File: config.mk
export PLATFORM = sky130hd
export DESIGN_NAME = main_fsm
export DESIGN_NICKNAME = d
export VERILOG_FILES = /design/src/rtl/main_fsm.sv
export SDC_FILE = /design/constraint.sdc
export NUM_CORES = 1
export LEC_CHECK = 0
export CAP_MARGIN = 10
export CORE_AREA = 3 3 40 42
export CTS_BUF_LIST = sky130_fd_sc_hd__clkbuf_4 sky130_fd_sc_hd__clkbuf_8
export CTS_CLUSTER_DIAMETER = 200
export DETAILED_ROUTE_END_ITERATION = 10
export DIE_AREA = 0 0 43 45
export GPL_ROUTABILITY_DRIVEN = 0
export MAX_ROUTING_LAYER = met4
export PLACE_DENSITY_LB_ADDON = 0.15
export SETUP_SLACK_MARGIN = 0.02
export SYNTH_ARGS = -nofsm -noshare
export SYNTH_HDL_FRONTEND = slang
export SYNTH_SLANG_ARGS = --single-unit
export TNS_END_PERCENT = 5
File: constraint.sdc
create_clock -name clk -period 2.71 [get_ports clk]
set_input_delay 0.542 -clock clk [delete_from_list [all_inputs] [get_ports clk]]
set_output_delay 0.542 -clock clk [all_outputs]
set_load 0.005 [all_outputs]
File: src/rtl/main_fsm.sv
// main_fsm
// Multicycle main controller. Walks one instruction at a time through a
// Moore state machine and produces datapath mux selects plus raw write
// enables (RegW, MemW, Branch, NextPC), which are qualified downstream by the
// condition logic.
//
// Optional build macro: MAINFSM_MEM_WAIT_EN
//   defined   : FETCH, MEMRD and MEMWR hold while MemReady = 0
//   undefined : MemReady is ignored, every state lasts one cycle
//
// Ports
//   clk        clock
//   reset      synchronous active-high reset
//   Op         instruction op field (IR[27:26])
//   Funct      instruction funct field (IR[25:20]); bit 5 = I, bit 0 = L/S
//   MemReady   memory completion (only with MAINFSM_MEM_WAIT_EN)
//   IRWrite    latch instruction register
//   NextPC     PC update request
//   RegW       raw register write
//   MemW       raw memory write
//   Branch     branch state indicator
//   MemReq     memory access active
//   AdrSrc     0 = PC, 1 = ALU result
//   ALUSrcA    0 = RD1, 1 = PC
//   ALUSrcB    0 = RD2, 1 = ExtImm, 2 = constant 4
//   ResultSrc  0 = ALUOut, 1 = Data, 2 = ALUResult
//   ALUOp      1 = ALU decoder uses Funct, 0 = ADD
//   InstrDone  pulse on the last cycle of every instruction
//   Illegal    pulse for Op = 11
//   State      current state code (debug)
//
// state   | meaning
// --------+--------------------------------------------
// FETCH   | read instruction at PC, PC <= PC + 4
// DECODE  | read register file, compute PC + 8
// MEMADR  | compute load/store address
// MEMRD   | read data memory
// MEMWB   | write loaded data to register file
// MEMWR   | write data memory
// EXECR   | ALU op with register operand
// EXECI   | ALU op with immediate operand
// ALUWB   | write ALU result to register file
// BRANCH  | write branch target to PC
// UNKNOWN | illegal op, no side effects
module main_fsm (
    input  logic       clk,
    input  logic       reset,
    input  logic [1:0] Op,
    input  logic [5:0] Funct,
    input  logic       MemReady,
    output logic       IRWrite,
    output logic       NextPC,
    output logic       RegW,
    output logic       MemW,
    output logic       Branch,
    output logic       MemReq,
    output logic       AdrSrc,
    output logic [1:0] ALUSrcA,
    output logic [1:0] ALUSrcB,
    output logic [1:0] ResultSrc,
    output logic       ALUOp,
    output logic       InstrDone,
    output logic       Illegal,
    output logic [3:0] State
);

    typedef enum logic [3:0] {
        S_FETCH   = 4'd0,
        S_DECODE  = 4'd1,
        S_MEMADR  = 4'd2,
        S_MEMRD   = 4'd3,
        S_MEMWB   = 4'd4,
        S_MEMWR   = 4'd5,
        S_EXECR   = 4'd6,
        S_EXECI   = 4'd7,
        S_ALUWB   = 4'd8,
        S_BRANCH  = 4'd9,
        S_UNKNOWN = 4'd10
    } state_t;

    state_t state_q;
    state_t state_d;
    logic   mem_ready;

`ifdef MAINFSM_MEM_WAIT_EN
    assign mem_ready = MemReady;
    logic unused_funct;
    assign unused_funct = ^Funct[4:1];
`else
    // Without wait states the memory is assumed to finish every access in
    // one cycle, so MemReady is intentionally left unconnected.
    assign mem_ready = 1'b1;
    logic unused_inputs;
    assign unused_inputs = ^{Funct[4:1], MemReady};
`endif

    always_ff @(posedge clk) begin
        if (reset) begin
            state_q <= S_FETCH;
        end else begin
            state_q <= state_d;
        end
    end

    assign State = state_q;

    always_comb begin
        state_d   = S_FETCH;
        IRWrite   = 1'b0;
        NextPC    = 1'b0;
        RegW      = 1'b0;
        MemW      = 1'b0;
        Branch    = 1'b0;
        MemReq    = 1'b0;
        AdrSrc    = 1'b0;
        ALUSrcA   = 2'd0;
        ALUSrcB   = 2'd0;
        ResultSrc = 2'd0;
        ALUOp     = 1'b0;
        InstrDone = 1'b0;
        Illegal   = 1'b0;

        case (state_q)
            S_FETCH: begin
                state_d   = mem_ready ? S_DECODE : S_FETCH;
                ALUSrcA   = 2'd1;
                ALUSrcB   = 2'd2;
                ResultSrc = 2'd2;
                MemReq    = 1'b1;
                // IR and PC only update when the fetch data is really there.
                IRWrite   = mem_ready;
                NextPC    = mem_ready;
            end
            S_DECODE: begin
                case (Op)
                    2'b00:   state_d = Funct[5] ? S_EXECI : S_EXECR;
                    2'b01:   state_d = S_MEMADR;
                    2'b10:   state_d = S_BRANCH;
                    default: state_d = S_UNKNOWN;
                endcase
                ALUSrcA   = 2'd1;
                ALUSrcB   = 2'd2;
                ResultSrc = 2'd2;
            end
            S_MEMADR: begin
                state_d = Funct[0] ? S_MEMRD : S_MEMWR;
                ALUSrcB = 2'd1;
            end
            S_MEMRD: begin
                state_d = mem_ready ? S_MEMWB : S_MEMRD;
                AdrSrc  = 1'b1;
                MemReq  = 1'b1;
            end
            S_MEMWB: begin
                ResultSrc = 2'd1;
                RegW      = 1'b1;
                InstrDone = 1'b1;
            end
            S_MEMWR: begin
                state_d   = mem_ready ? S_FETCH : S_MEMWR;
                AdrSrc    = 1'b1;
                MemW      = 1'b1;
                MemReq    = 1'b1;
                InstrDone = mem_ready;
            end
            S_EXECR: begin
                state_d = S_ALUWB;
                ALUOp   = 1'b1;
            end
            S_EXECI: begin
                state_d = S_ALUWB;
                ALUSrcB = 2'd1;
                ALUOp   = 1'b1;
            end
            S_ALUWB: begin
                RegW      = 1'b1;
                InstrDone = 1'b1;
            end
            S_BRANCH: begin
                ALUSrcB   = 2'd1;
                ResultSrc = 2'd2;
                Branch    = 1'b1;
                InstrDone = 1'b1;
            end
            S_UNKNOWN: begin
                Illegal   = 1'b1;
                InstrDone = 1'b1;
            end
            default: state_d = S_FETCH;
        endcase

        // Reset kills every side effect in the current cycle and parks the
        // selects on their FETCH values so the datapath sees a quiet PC path.
        if (reset) begin
            IRWrite   = 1'b0;
            NextPC    = 1'b0;
            RegW      = 1'b0;
            MemW      = 1'b0;
            Branch    = 1'b0;
            MemReq    = 1'b0;
            InstrDone = 1'b0;
            Illegal   = 1'b0;
            AdrSrc    = 1'b0;
            ALUSrcA   = 2'd1;
            ALUSrcB   = 2'd2;
            ResultSrc = 2'd2;
            ALUOp     = 1'b0;
        end
    end

endmodule

==> out/results.txt, run 1 <==
Post-Route Setup TNS - 0 ns
Max cap viols - 0
Post-Syn Area per Cell - 7.44 um^2
Count leader, synth - nor2_1
Final setup viols - 0
Switch share - 31.4%
Reg clk slew, reported paths - 0.04 ns
Die ar. - 1940 um^2
Yosys cell types - 28
Top cells by count, synth - nor2_1 (8), buf_6 (4), dfxtp_1 (4), nand2b_1 (4)
Final HPWL DP - 776 um
Synthesized Nets - 67
# DRC - 0
Final min period - 2.59 ns
Seq/Total Area, Yosys - 19.2%
Worst Hold Class - flip-flop to flip-flop
Top achievable clock speed - 386 MHz
Bufs on Longest Clock Path - 2
Synth top area cells - dfxtp_1 (19%), buf_6 (11%), nor2_1 (7.2%)
Row Count - 13
Crit Path Category - input port to primary output
Total Routing Usage GR - 11.7%
Layout Nets - 90
Routed len/inst - 11.3 um
Clk_skew - 0.000336 ns
Leakage - 0.235 nW
Starting DRT DRC Count - 9
GR Overflow Total - 0
CORE AREA - 1280 um^2
Mapped Area - 417 um^2
Net Sw Power - 84.0 uW
Largest net degree at the start of global routing - 12
Cell Area, Placed - 621 um^2
Inserted Diodes - 0
Total Wirelength - 1040 um
VDD IR max - 184 uV
Initial antenna violation count - 0
H-Tree Depth - 1
Worst endpoint required time - 2.17 ns
Die span in y - 45 um
Antenna Nets Post-Route - 0
Slew Limit Fails - 0
R2r setup slk - 1.65 ns
Crit path max fanout - 4
Outcome - finished, final reports clean
Post-synth top area share - 19.2%
Num Clock Sinks - 4
Internal power - 184 uW
Worst setup EP type - primary output
Num CTS Buffers - 3
Initial Utilization - 32.4%
Synthesis-stage register bit count - 4
Ys flop type - dfxtp_1
Area delta synth->final - 55.0%
Post-synth EDFFs - 0
First-pass GRT wire length - 1660 um
Routed vias/inst - 4.83
RSZ-0062 raised after global routing - false
Yosys Warn Count - 0
Ports - 31
Combinational power share - 41.9%
Power Density - 415 nW/um^2
Mapped Cells - 56
Hold Vio Cnt, Final - 0
FFs w/ async S/R, synth - 0%
Share of layout cells above drive strength 1 - 13.0%
Clock share of power - 28.9%
Pre-antenna DRT Iters - 4
Design Area, Final - 646 um^2
PortBufs - 24
Top cell type by total area after synthesis - dfxtp_1
Clock tree root driver cell - clkbuf_4
Vias in the first global route - 388
Reg power frac - 29.2%
CP Launch Type - input port
Largest register FFs - 4
CTS tree - built
Cts hold-fix bufs - 0
Worst Path Arrival - 2.05 ns
Die width - 43 um
Clk Latency, worst-skew pair - 0.24 ns
Fin crit share - 95.6%
Total number of vias - 444
==> cell usage in the layout, fill, tap and decap left out, types with 2 or more instances in the layout <==
master,count
nand2b_1,4
o21ai_0,3
a21oi_1,2
clkbuf_4,3
clkdlybuf4s50_1,24
nor4_1,2
dfxtp_1,4
nor3_1,3
nor2_1,7
nand2_1,2
buf_4,3
nor2b_1,2
xor2_1,2
==> layout make-up <==
type | instances | area, um^2
multi-input combinational | 42 | 258
fill | 139 | 639
timing repair buffer | 27 | 263
clock buffer | 3 | 22.5
inverter | 1 | 3.75
sequential | 4 | 80.1
tap | 15 | 18.8
==> layer usage <==
metal	up-vias	part of all wire, %	global-route usage (%)
li1	232	-	-
met1	189	50	16.4
met2	19	41	15.0
met3	4	5.3	1.59
met4	0	3.3	9.04
met5	-	0	-
==> power groups by stage <==
stage / sequential (mW) / combinational [mW] / clock, mW
after floorplan: 0.0708 / 0.0738 / 0
after global placement: 0.0790 / 0.112 / 0
after detailed placement: 0.0790 / 0.112 / 0
after CTS: 0.0783 / 0.113 / 0.0801
after global routing: 0.0802 / 0.123 / 0.0808
final: 0.0784 / 0.112 / 0.0774
==> worst max-delay path: stages <==
cell             delay, ns
clkdlybuf4s50_1       0.47
or3_4                 0.38
nor3_2                0.13
clkdlybuf4s50_1       0.52
==> through the flow <==
stage	worst slack [ns]	std cells	utilization, %	power (mW)	hold WS [ns]
final	0.119	92	50.2	0.268	0.586
after global routing	0.0447	92	50.2	0.284	0.637
after CTS	0.119	92	50.0	0.271	0.594
after detailed placement	0.110	89	48.3	0.191	0.587
after global placement	0.118	89	48.3	0.192	0.590
after floorplan	0.840	56	-	0.145	0.590
==> final timing paths <==
kind / startpoint / to / depth (start not counted)
hold reg to reg: State[0] / State[2] / 2
hold / removal: State[0] / State[2] / 2
setup / recovery: reset / IRWrite / 4
setup reg to reg: State[1] / State[3] / 4
==> kinds of logic (layout without fill, tap and decap cells) <==
kind of cell / after synthesis / count (layout) / synth area share (%)
buffers and inverters: 10 / 31 / 19.5
xor gates and xnor gates: 3 / 3 / 6.31
DFF: 4 / 4 / 19.2
and+or+nand+nor: 28 / 28 / 37.8
other: 1 / 1 / 0.900
AOI/OAI and AO/OA: 10 / 10 / 16.2
==> repair_timing <==
item,CTS,global route
setup buffers,0,0
gates resized for setup,0,1
setup endpoints to repair,0,4
Note: power is estimated with default switching activity, not from simulation.
==> run 2, diff against run 1 <==
--- a/config.mk
+++ b/config.mk
@@ -7,7 +7,6 @@
 export LEC_CHECK = 0
 export CAP_MARGIN = 10
 export CORE_AREA = 3 3 40 42
-export CTS_BUF_LIST = sky130_fd_sc_hd__clkbuf_4 sky130_fd_sc_hd__clkbuf_8
 export CTS_CLUSTER_DIAMETER = 200
 export DETAILED_ROUTE_END_ITERATION = 10
 export DIE_AREA = 0 0 43 45
==> results of run 2 <==
Final layout, timing and power as in run 1 (identical DEF).
